### src/rtl/sw_trigger_gen.sv
// -----------------------------------------------------------------------------
// sw_trigger_gen
//   Turns a raw, bouncing switch input into clean fixed-width trigger pulses
//   in the clk_320MHz domain.
//   Pipeline: 2-FF synchronizer -> debounce filter -> rising-edge detect ->
//   pulse/holdoff FSM.
//
// Ports
//   clk_320MHz  in   1      sole clock, rising edge
//   reset       in   1      synchronous, active-high
//   SW          in   1      raw asynchronous switch input
//   sw_stable   out  1      debounced switch level
//   trig_out    out  1      trigger pulse (registered), PULSE_WIDTH cycles
//   busy        out  1      high while the FSM is not idle (registered)
//   overrun     out  1      sticky: a press arrived while busy; reset clears it
//   trig_count  out  CNT_W  accepted triggers, wraps to 0
//
// Configuration
//   TRIG_BURST_EN  when defined, each accepted press emits BURST_N pulses
//                  separated by BURST_GAP low cycles, then the holdoff.
//                  When undefined, one pulse per press.
//
// Handshake: none. SW is a level input; every output is a level/pulse that
//   is valid every cycle, with no backpressure.
// -----------------------------------------------------------------------------
module sw_trigger_gen #(
    parameter int DEBOUNCE_CYCLES = 3200000,
    parameter int PULSE_WIDTH     = 16,
    parameter int HOLDOFF_CYCLES  = 320,
    parameter int CNT_W           = 16,
    parameter int BURST_N         = 4,
    parameter int BURST_GAP       = 8
) (
    input  logic             clk_320MHz,
    input  logic             reset,
    input  logic             SW,
    output logic             sw_stable,
    output logic             trig_out,
    output logic             busy,
    output logic             overrun,
    output logic [CNT_W-1:0] trig_count
);

    // Debounce counter only has to reach DEBOUNCE_CYCLES-1.
    localparam int              DB_W    = $clog2(DEBOUNCE_CYCLES);
    localparam logic [DB_W-1:0] DB_LAST = DB_W'(DEBOUNCE_CYCLES - 1);

    // One shared down-counter for pulse, gap and holdoff. Its width is taken
    // from the full timing parameter set so it is the same in both builds.
    localparam int T_A   = (PULSE_WIDTH > HOLDOFF_CYCLES) ? PULSE_WIDTH : HOLDOFF_CYCLES;
    localparam int T_B   = (T_A > BURST_GAP) ? T_A : BURST_GAP;
    localparam int T_MAX = (T_B > BURST_N) ? T_B : BURST_N;
    localparam int TW    = $clog2(T_MAX + 1);

    localparam logic [TW-1:0] T_PULSE   = TW'(PULSE_WIDTH - 1);
    localparam logic [TW-1:0] T_HOLDOFF = TW'(HOLDOFF_CYCLES - 1);

`ifdef TRIG_BURST_EN
    localparam int            BW         = $clog2(BURST_N + 1);
    localparam logic [BW-1:0] BURST_LAST = BW'(BURST_N - 1);
    localparam logic [TW-1:0] T_GAP      = TW'(BURST_GAP - 1);

    typedef enum logic [1:0] {
        ST_IDLE    = 2'd0,
        ST_PULSE   = 2'd1,
        ST_HOLDOFF = 2'd2,
        ST_GAP     = 2'd3
    } state_t;
`else
    typedef enum logic [1:0] {
        ST_IDLE    = 2'd0,
        ST_PULSE   = 2'd1,
        ST_HOLDOFF = 2'd2
    } state_t;
`endif

    // Input conditioning
    logic            r_sw_meta;
    logic            r_sw_sync;
    logic            r_sw_stable;
    logic            r_sw_stable_d;
    logic [DB_W-1:0] r_db_cnt;
    logic            w_rise;

    // FSM state and registered outputs
    state_t          r_state;
    logic [TW-1:0]   r_tcnt;
    logic            r_trig_out;
    logic            r_busy;
    logic            r_overrun;
    logic [CNT_W-1:0] r_trig_count;

    state_t          w_state_nxt;
    logic [TW-1:0]   w_tcnt_nxt;
    logic            w_trig_nxt;
    logic            w_busy_nxt;
    logic            w_overrun_nxt;
    logic [CNT_W-1:0] w_count_nxt;

`ifdef TRIG_BURST_EN
    logic [BW-1:0]   r_burst;
    logic [BW-1:0]   w_burst_nxt;
`endif

    // -------------------------------------------------------------------------
    // Synchronizer, debounce and edge history
    // -------------------------------------------------------------------------
    always_ff @(posedge clk_320MHz) begin
        if (reset) begin
            r_sw_meta     <= 1'b0;
            r_sw_sync     <= 1'b0;
            r_sw_stable   <= 1'b0;
            r_sw_stable_d <= 1'b0;
            r_db_cnt      <= '0;
        end else begin
            r_sw_meta     <= SW;
            r_sw_sync     <= r_sw_meta;
            r_sw_stable_d <= r_sw_stable;
            // Any sample back at the stable level restarts the count, so only
            // an uninterrupted run of DEBOUNCE_CYCLES differing samples flips
            // the stable level. Both polarities use the same rule.
            if (r_sw_sync == r_sw_stable) begin
                r_db_cnt <= '0;
            end else if (r_db_cnt == DB_LAST) begin
                r_sw_stable <= r_sw_sync;
                r_db_cnt    <= '0;
            end else begin
                r_db_cnt <= r_db_cnt + 1'b1;
            end
        end
    end

    // One-cycle strobe on the 0->1 transition of the debounced level.
    assign w_rise = r_sw_stable & ~r_sw_stable_d;

    // -------------------------------------------------------------------------
    // FSM state register
    // -------------------------------------------------------------------------
    always_ff @(posedge clk_320MHz) begin
        if (reset) begin
            r_state      <= ST_IDLE;
            r_tcnt       <= '0;
            r_trig_out   <= 1'b0;
            r_busy       <= 1'b0;
            r_overrun    <= 1'b0;
            r_trig_count <= '0;
`ifdef TRIG_BURST_EN
            r_burst      <= '0;
`endif
        end else begin
            r_state      <= w_state_nxt;
            r_tcnt       <= w_tcnt_nxt;
            r_trig_out   <= w_trig_nxt;
            r_busy       <= w_busy_nxt;
            r_overrun    <= w_overrun_nxt;
            r_trig_count <= w_count_nxt;
`ifdef TRIG_BURST_EN
            r_burst      <= w_burst_nxt;
`endif
        end
    end

    // -------------------------------------------------------------------------
    // FSM next-state / next-output logic
    // -------------------------------------------------------------------------
    always_comb begin
        w_state_nxt   = r_state;
        w_tcnt_nxt    = r_tcnt;
        w_trig_nxt    = r_trig_out;
        w_busy_nxt    = r_busy;
        w_count_nxt   = r_trig_count;
        // A press is only accepted from IDLE. This includes the cycle in
        // which HOLDOFF expires: the state is still HOLDOFF then, so a rise
        // landing exactly there is dropped and flagged.
        w_overrun_nxt = r_overrun | (w_rise & (r_state != ST_IDLE));
`ifdef TRIG_BURST_EN
        w_burst_nxt   = r_burst;
`endif

        case (r_state)
            ST_IDLE: begin
                if (w_rise) begin
                    w_state_nxt = ST_PULSE;
                    w_trig_nxt  = 1'b1;
                    w_busy_nxt  = 1'b1;
                    w_tcnt_nxt  = T_PULSE;
                    w_count_nxt = r_trig_count + CNT_W'(1);
                end
            end

            ST_PULSE: begin
                if (r_tcnt == '0) begin
                    w_trig_nxt = 1'b0;
`ifdef TRIG_BURST_EN
                    if (r_burst == BURST_LAST) begin
                        w_state_nxt = ST_HOLDOFF;
                        w_tcnt_nxt  = T_HOLDOFF;
                        w_burst_nxt = '0;
                    end else begin
                        w_state_nxt = ST_GAP;
                        w_tcnt_nxt  = T_GAP;
                        w_burst_nxt = r_burst + 1'b1;
                    end
`else
                    w_state_nxt = ST_HOLDOFF;
                    w_tcnt_nxt  = T_HOLDOFF;
`endif
                end else begin
                    w_tcnt_nxt = r_tcnt - 1'b1;
                end
            end

`ifdef TRIG_BURST_EN
            ST_GAP: begin
                if (r_tcnt == '0) begin
                    w_state_nxt = ST_PULSE;
                    w_trig_nxt  = 1'b1;
                    w_tcnt_nxt  = T_PULSE;
                end else begin
                    w_tcnt_nxt = r_tcnt - 1'b1;
                end
            end
`endif

            ST_HOLDOFF: begin
                if (r_tcnt == '0) begin
                    w_state_nxt = ST_IDLE;
                    w_busy_nxt  = 1'b0;
                end else begin
                    w_tcnt_nxt = r_tcnt - 1'b1;
                end
            end

            default: begin
                w_state_nxt = ST_IDLE;
                w_trig_nxt  = 1'b0;
                w_busy_nxt  = 1'b0;
            end
        endcase
    end

    assign sw_stable  = r_sw_stable;
    assign trig_out   = r_trig_out;
    assign busy       = r_busy;
    assign overrun    = r_overrun;
    assign trig_count = r_trig_count;

endmodule

### config.mk
export PLATFORM = sky130hd
export DESIGN_NAME = sw_trigger_gen
export DESIGN_NICKNAME = d
export VERILOG_FILES = /design/src/rtl/sw_trigger_gen.sv
export SDC_FILE = /design/constraint.sdc
export NUM_CORES = 1
export LEC_CHECK = 0
export CAP_MARGIN = 30
export CORE_ASPECT_RATIO = 1.5
export CORE_MARGIN = 1.5
export CORE_UTILIZATION = 50
export DETAILED_ROUTE_END_ITERATION = 10
export PLACE_DENSITY_LB_ADDON = 0.08
export SLEW_MARGIN = 20
export SYNTH_ARGS = -nofsm -noshare
export SYNTH_HDL_FRONTEND = slang
export SYNTH_SLANG_ARGS = --single-unit
### constraint.sdc
create_clock -name clk_320MHz -period 2.47 [get_ports clk_320MHz]
set_clock_uncertainty 0.15 [all_clocks]
set_input_delay 0.247 -clock clk_320MHz [delete_from_list [all_inputs] [get_ports clk_320MHz]]
set_output_delay 0.247 -clock clk_320MHz [all_outputs]
set_load 0.05 [all_outputs]
=== Yosys cells after proc, flatten, opt, wreduce, memory -nomap -nowiden ===
Index checks and enable logic that the tools add are counted.

* Bits in registers: 56
* Bits of input ports: 3
* Output and inout bits: 20
* Logic and storage cells: 52

* Add/sub/neg operators: 3
* Eq/ne operators: 8
* Muxes and demuxes: 12
* Bitwise gates (word level): 7
* Reductions and logical operators: 11

{| class="wikitable"
|+ Operator list
! kind !! number
|-
| $mux W9 || 3
|-
| $pmux W9 S3 || 1
|-
| $add A22 B1 Y22 const B || 1
|-
| $eq A22 B22 Y1 const B || 1
|-
| $add A16 B1 Y16 const B || 1
|-
| $reduce_and A3 Y1 || 4
|-
| $logic_not A9 Y1 || 1
|-
| $sub A9 B1 Y9 const B || 1
|-
| $ne A2 B2 Y1 const B || 4
|-
| $mux W2 || 3
|-
| $pmux W1 S3 || 2
|-
| $pmux W2 S3 || 1
|-
| $not A1 Y1 || 4
|-
| $reduce_and A2 Y1 || 2
|-
| $reduce_bool A3 Y1 || 1
|-
| $reduce_or A3 Y1 || 1
|-
| $and A1 B1 Y1 || 2
|-
| $eq A2 B1 Y1 const B || 1
|-
| $eq A2 B2 Y1 const B || 1
|-
| $logic_not A2 Y1 || 1
|-
| $mux W1 || 2
|-
| $reduce_bool A2 Y1 || 1
|-
| $eq A1 B1 Y1 || 1
|-
| $or A1 B1 Y1 || 1
|}

=== Depth between registers and ports, before layout ===
Gate-level depths: netlist of the first run.

* Depth after elaboration: 4
* Depth in mapped cells: 8
* Depth with buffers taken out: 6

=== Worst setup path after synthesis of the first run ===
Ideal clock, no wire load.

* Kind: reg-to-reg
* Start: reg r_trig_count[3] (netlist: trig_count[3])
* End: reg r_trig_count[13] (netlist: trig_count[13])
* Setup time: 0.070 ns
* Arrival time: 1.914 ns
* Required time: 2.250 ns
* Path slack: 0.336 ns
* Stages on the path, launching flop included: 6
* Path buffers: 1
* Clock period less this slack: 2.134 ns
* Cells stage by stage: dfxtp_1 > and4_1 > nand4_1 > buf_2 > or4_1 > a21oi_1

* Word-level cells in the longest chain between the ends: 1

{| class="wikitable"
|+ RTL lines
! element !! line !! source
|-
| start, declared || 91 || <nowiki>logic [CNT_W-1:0] r_trig_count;</nowiki>
|-
| start signal, assigned || 156 || <nowiki>r_trig_count <= w_count_nxt;</nowiki>
|-
| $add A16 B1 Y16 || 187 || <nowiki>w_count_nxt = r_trig_count + CNT_W'(1);</nowiki>
|}

Every way passes these cells.
A chain may end at the register's enable or synchronous reset.

=== Final worst setup path of the first run ===
* Start: reg r_trig_count[3] (netlist: trig_count[3])
* End: reg r_trig_count[12] (netlist: trig_count[12])

Same word-level chain as after synthesis.

==> metrics.txt, run 1 <==
Synth Instances=329; Total Routing Usage GR=19.5%; cts repair resizes=0; stages on the worst setup path=4; share of flip-flops with an asynchronous set or reset=0%; RSZ-0062 raised after global routing=false; average vias per placed instance=5.71; Routed wire per std cell=13.7 um; DRT Pass-1 Iters=4; pre-CTS WS=442 ps; WHS Path Cells=1; number of I/O port buffers=22; critical path's largest stage delay=620 ps; H-Tree Depth=2; row cnt=33; Yosys cell types=48; Leak Pwr=1.04 nW; Critical Path, Cell by Cell=and4_1 > nand4_1 > or4_1 > a21oi_1; Rel. slew slack=63.2%; Post-Route WL=roughly 5.7 mm; Startpoint Class=flop; Final GP Congestion=~0.97; Clock Sinks=56; ANT cells=0; post-synthesis cell area=2790 um2; first-pass GRT wire length=9.57 mm; buffers and inverters on the worst path=0; CP Data Required Time=2570 ps; Final Slew Violations=0; Max Fclk=0.487 GHz; layout cells sized above 1=5.76%; Fin Setup TNS=0 ps; worst slew pin tran=538 ps; number of max-cap violations=0; pin count of the biggest net entering global routing=25; shortest period the worst path allows=2050 ps; clock buffer depth=2; Ports=23; ys flop type=dfxtp_1; final net count=approximately 360; Final Hold Fails=0; Vias=2,381; VDD IR-drop max=364 uV; Tcrit/Tclk final=between 80% and 90%; YS warnings=0; worst skew pair latency=just over 300 ps; CP delay by family, top=simple AND/OR/NAND/NOR gates; crit path max fanout=12; crit path capture type=flop; Residual DRC=0; status=finished, final reports clean; Final ANT Viol Nets=0; Pwr Density=approximately 450 nW/um2; R2R depth=4; Max stage delay cell, worst path=or4_1; Setup Fix Bufs, Post-CTS=0; Post-synth EDFFs=0; sequential fraction of the synthesis area=approximately 40%; initial antenna violation count=0; Crit path arrival time=2150 ps; CTS tree=done; Die X=64.0 um; #FFs+latches synth=56; Hold Crit Class=reg -> reg; Die Ht=between 90 and 100 um; mean post-synth cell area=8.48 um2; synthesis-to-finish area growth=13.0%; CTS root buf=clkbuf_8; Synthesized Nets=about 340; dpl hpwl=4.16 mm; Initial DRC Count=139; count of final setup violators=0; reg-to-reg setup timing slack=420 ps; die area=6050 um2; CTS clock-pin slew for the worst setup and hold paths=100 ps; vias in the first global route=2,186; total core area=5410 um2; final worst slack=415 ps; total CTS buffers=5; CTS Hold Buffers Added=0; Initial Utilization=51.6%; total gr overflow=0; Setup CP Type=reg -> reg
layout by cell type (no fill, tap or decap), types with 2 or more instances in the layout:
master / netlist / layout
a21o_1: 2 / 2
xnor2_1: 8 / 8
nor4_1: 6 / 6
nor3_1: 10 / 10
clkbuf_8: 0 / 5
or4_1: 6 / 6
nand2b_1: 3 / 3
nor3b_1: 2 / 2
and3_1: 6 / 6
nand4b_1: 2 / 2
clkdlybuf4s50_1: 0 / 22
xor2_1: 15 / 15
nor2b_1: 5 / 5
dfxtp_1: 56 / 56
and4_1: 6 / 6
nand3_1: 18 / 18
nand2_1: 15 / 15
or3_1: 6 / 6
o21ai_0: 16 / 16
and2_1: 3 / 3
buf_4: 0 / 5
o31ai_1: 11 / 11
nand4_1: 9 / 9
o2111ai_1: 2 / 2
nor2_1: 40 / 40
ha_1: 7 / 7
a21oi_1: 27 / 27
inv_1: 10 / 10
power breakdown:
part / switching, mW / internal, mW
Sequential: 0.00112 / 0.904
Combinational: 0.0143 / 0.00866
Clock: 0.304 / 0.202
state kept, by name, summed over array words and instances (netlist names):
| name | count |
|---|---|
| r_db_cnt | 22 |
| trig_count | 16 |
| r_tcnt | 9 |
| r_state | 2 |
| busy | 1 |
| overrun | 1 |
| r_sw_meta | 1 |
| r_sw_stable_d | 1 |
| r_sw_sync | 1 |
| sw_stable | 1 |
| trig_out | 1 |
routing by layer:
| layer | global-route usage (%) | vias up | share of wire, % |
|---|---|---|---|
| met2 | 37.2 | 36 | 53 |
| met4 | 6.88 | 0 | 1.1 |
| li1 | - | 1218 | - |
| met3 | 3.22 | 6 | 2.7 |
| met1 | 21.2 | 1121 | 43 |
| met5 | 0 | - | 0 |
worst paths after layout:
path / startpoint / endpoint
worst min-delay path: r_sw_meta$_SDFF_PP0_ / r_sw_sync$_SDFF_PP0_
worst min register to register: r_sw_meta$_SDFF_PP0_ / r_sw_sync$_SDFF_PP0_
worst max register to register: trig_count[3]$_SDFFE_PP0P_ / trig_count[12]$_SDFFE_PP0P_
worst max-delay path: trig_count[3]$_SDFFE_PP0P_ / trig_count[12]$_SDFFE_PP0P_
layout make-up:
cell class | instances | area (um2)
fill | 506 | 2260
clock inverter | 3 | 21.3
tap | 70 | 87.6
inverter | 10 | 37.5
sequential | 56 | 1120
timing repair buffer | 28 | 278
multi-input combinational | 245 | 1540
clock buffer | 5 | 68.8
synth_stat cells (7+ instances only):
library cell  instances  share of area (%)
o21ai_0              16                2.9
clkbuf_1              8                1.1
nand2_1              15                2.0
dfxtp_1              56                 40
inv_1                10                1.3
nor3_1               10                1.8
xnor2_1               8                2.5
nand4_1               9                2.0
a21oi_1              27                4.8
nand3_1              18                3.2
nor2_1               40                5.4
ha_1                  7                3.1
o31ai_1              11                3.0
buf_2                 8                1.4
xor2_1               15                4.7
through the flow:
stage	util (%)	instances	hold WS [ps]	total power [mW]	cell area (um2)
floorplan	-	329	225	0.939	2790
global placement	56.6	409	275	0.949	3060
detailed placement	56.6	409	290	0.949	3060
CTS	58.3	417	309	1.45	3150
global route	58.3	417	332	1.49	3150
finish	58.3	417	301	1.43	3150
logic make-up after synthesis:
family,Yosys count,synth area share (%)
compound gates,68,14.7
xor+xnor,23,7.22
fa+ha+maj,7,3.14
buf+inv,28,4.66
flops,56,40.2
mux,1,0.359
simple gates,146,29.7
(Power assumes the default switching activity.)
==> inputs of run 2 (changes only) <==
==> constraint.sdc (replaced) <==
create_clock -name clk_320MHz -period 1.8 [get_ports clk_320MHz]
set_clock_uncertainty 0.15 [all_clocks]
set_input_delay 0.18 -clock clk_320MHz [delete_from_list [all_inputs] [get_ports clk_320MHz]]
set_output_delay 0.18 -clock clk_320MHz [all_outputs]
set_load 0.05 [all_outputs]
==> metrics.txt, run 2 (synthesis results as in run 1) <==
Fin Setup TNS=0 ps; hold slack=about 310 ps; pin count of the biggest net entering global routing=21; first-pass GRT wire length=10.7 mm; dpl hpwl=4.58 mm; worst slew pin tran=497 ps; status=finished, final reports clean; most frequent cells in the layout=buf_4 (61), dfxtp_1 (42), nor2_1 (39); final worst slack=slightly above 40 ps; Pwr Density=553 nW/um2; DRT Pass-1 Iters=5; CTS tree=done; Largest Register=r_db_cnt; Die Ht=~94 um; clock buffer depth=2; Startpoint Class=flop; H-Tree Depth=2; row cnt=33; VDD IR-drop max=441 uV; number of I/O port buffers=22; clock group share of total power=34.3%; Leak Pwr=~1.3 nW; crit path capture type=flop; average vias per placed instance=5.62; Vias=2,558; max reg flops=22; Post-Route WL=approximately 6.3 mm; Pwr Total=around 1.9 mW; number of max-cap violations=0; total core area=5410 um2; synthesis-to-finish area growth=24.9%; layout cells sized above 1=28.3%; Tcrit/Tclk final=97.7%; switch share=21.3%; total CTS buffers=5; Rel. slew slack=66.6%; crit path max fanout=9; Reg power frac=between 60% and 70%; Crit path arrival time=1850 ps; CTS root buf=clkbuf_8; shortest period the worst path allows=about 1800 ps; Clock Sinks=56; RSZ-0062 raised after global routing=true; pre-CTS WS=-5.58 ps; Final Slew Violations=0; Die X=64.0 um; CP Data Required Time=1900 ps; Final Hold Fails=0; Ports=23; vias in the first global route=around 2,400; Total Routing Usage GR=roughly 22%; Hold Crit Class=reg -> reg; final net count=394; commonest non-fill, non-tap cell in the layout=buf_4; Final ANT Viol Nets=0; CTS clock-pin slew for the worst setup and hold paths=100 ps; switching power total=0.411 mW; Final GP Congestion=0.919; reg-to-reg setup timing slack=approximately 41 ps; Max Fclk=0.569 GHz; Setup CP Type=reg -> reg; initial antenna violation count=0; post-layout util=64.4%; count of final setup violators=0; Initial Utilization=51.6%; Int Pwr=1.52 mW; die area=slightly above 6000 um2; Residual DRC=0; ANT cells=0; Comb power frac=under 10%; Initial DRC Count=161; Routed wire per std cell=13.8 um; worst skew pair latency=310 ps; total gr overflow=0
==> run 2: cell types whose count changed in the layout (fill, tap and decap cells not counted), sizes merged <==
cell,change
buf,+57
clkbuf,+2
clkdlybuf4s50,-20
clkinvlp,-1
dlymetal6s2s,+1
inv,-1
==> run 2: final cells by class <==
type                       count  area [um2]
timing repair buffer          66         507
fill                         470        1920
tap                           70        87.6
clock buffer                   7        76.3
clock inverter                 1        3.75
inverter                      10        37.5
multi-input combinational    245        1630
sequential                    56        1150
==> run 2: path summary, 6_finish.rpt <==
| kind | cells after the start | from | to |
|---|---|---|---|
| worst min register to register | 1 | r_sw_meta$_SDFF_PP0_ | r_sw_sync$_SDFF_PP0_ |
| worst min-delay path | 1 | r_sw_meta$_SDFF_PP0_ | r_sw_sync$_SDFF_PP0_ |
| worst max-delay path | 6 | r_state[0]$_SDFFE_PP0P_ | trig_count[11]$_SDFFE_PP0P_ |
| worst max register to register | 6 | r_state[0]$_SDFFE_PP0P_ | trig_count[11]$_SDFFE_PP0P_ |
==> run 2: critical path, stage by stage, from the launching register on <==
cell and delay (ps):
dfxtp_2 350, inv_2 90, ha_4 150, nand3b_4 80, or2_4 270, or4_1 480
a21oi_1 130
==> run 2: metrics by stage <==
step | instance area [um2] | std cells
after floorplan | 2830 | 329
after global placement | 3260 | 439
after detailed placement | 3260 | 439
after CTS | 3350 | 447
after global routing | 3490 | 455
final | 3490 | 455
==> run 2: timing repair <==
item / 4_1_cts / 5_1_grt
gates resized for setup: 2 / 26
hold buffers: 0 / 0
endpoints found under the setup margin: 2 / 20
pin swaps: 0 / 8
buffers inserted: 0 / 7
gates cloned: 0 / 1
==> run 2: layer usage <==
layer	GRT usage, %	vias up	part of all wire (%)
met2	40.3	48	52
met1	24.7	1200	42
met3	3.22	16	3.4
met4	8.88	0	2.8
met5	0	-	0
li1	-	1294	-
==> run 2: power by group through the flow <==
stage	clock, mW	combinational, mW	sequential [mW]
after global routing	0.722	0.0346	1.24
after detailed placement	0	0.0314	1.26
final	0.662	0.0312	1.24
after global placement	0	0.0313	1.26
after floorplan	0	0.0182	1.26
after CTS	0.687	0.0314	1.24
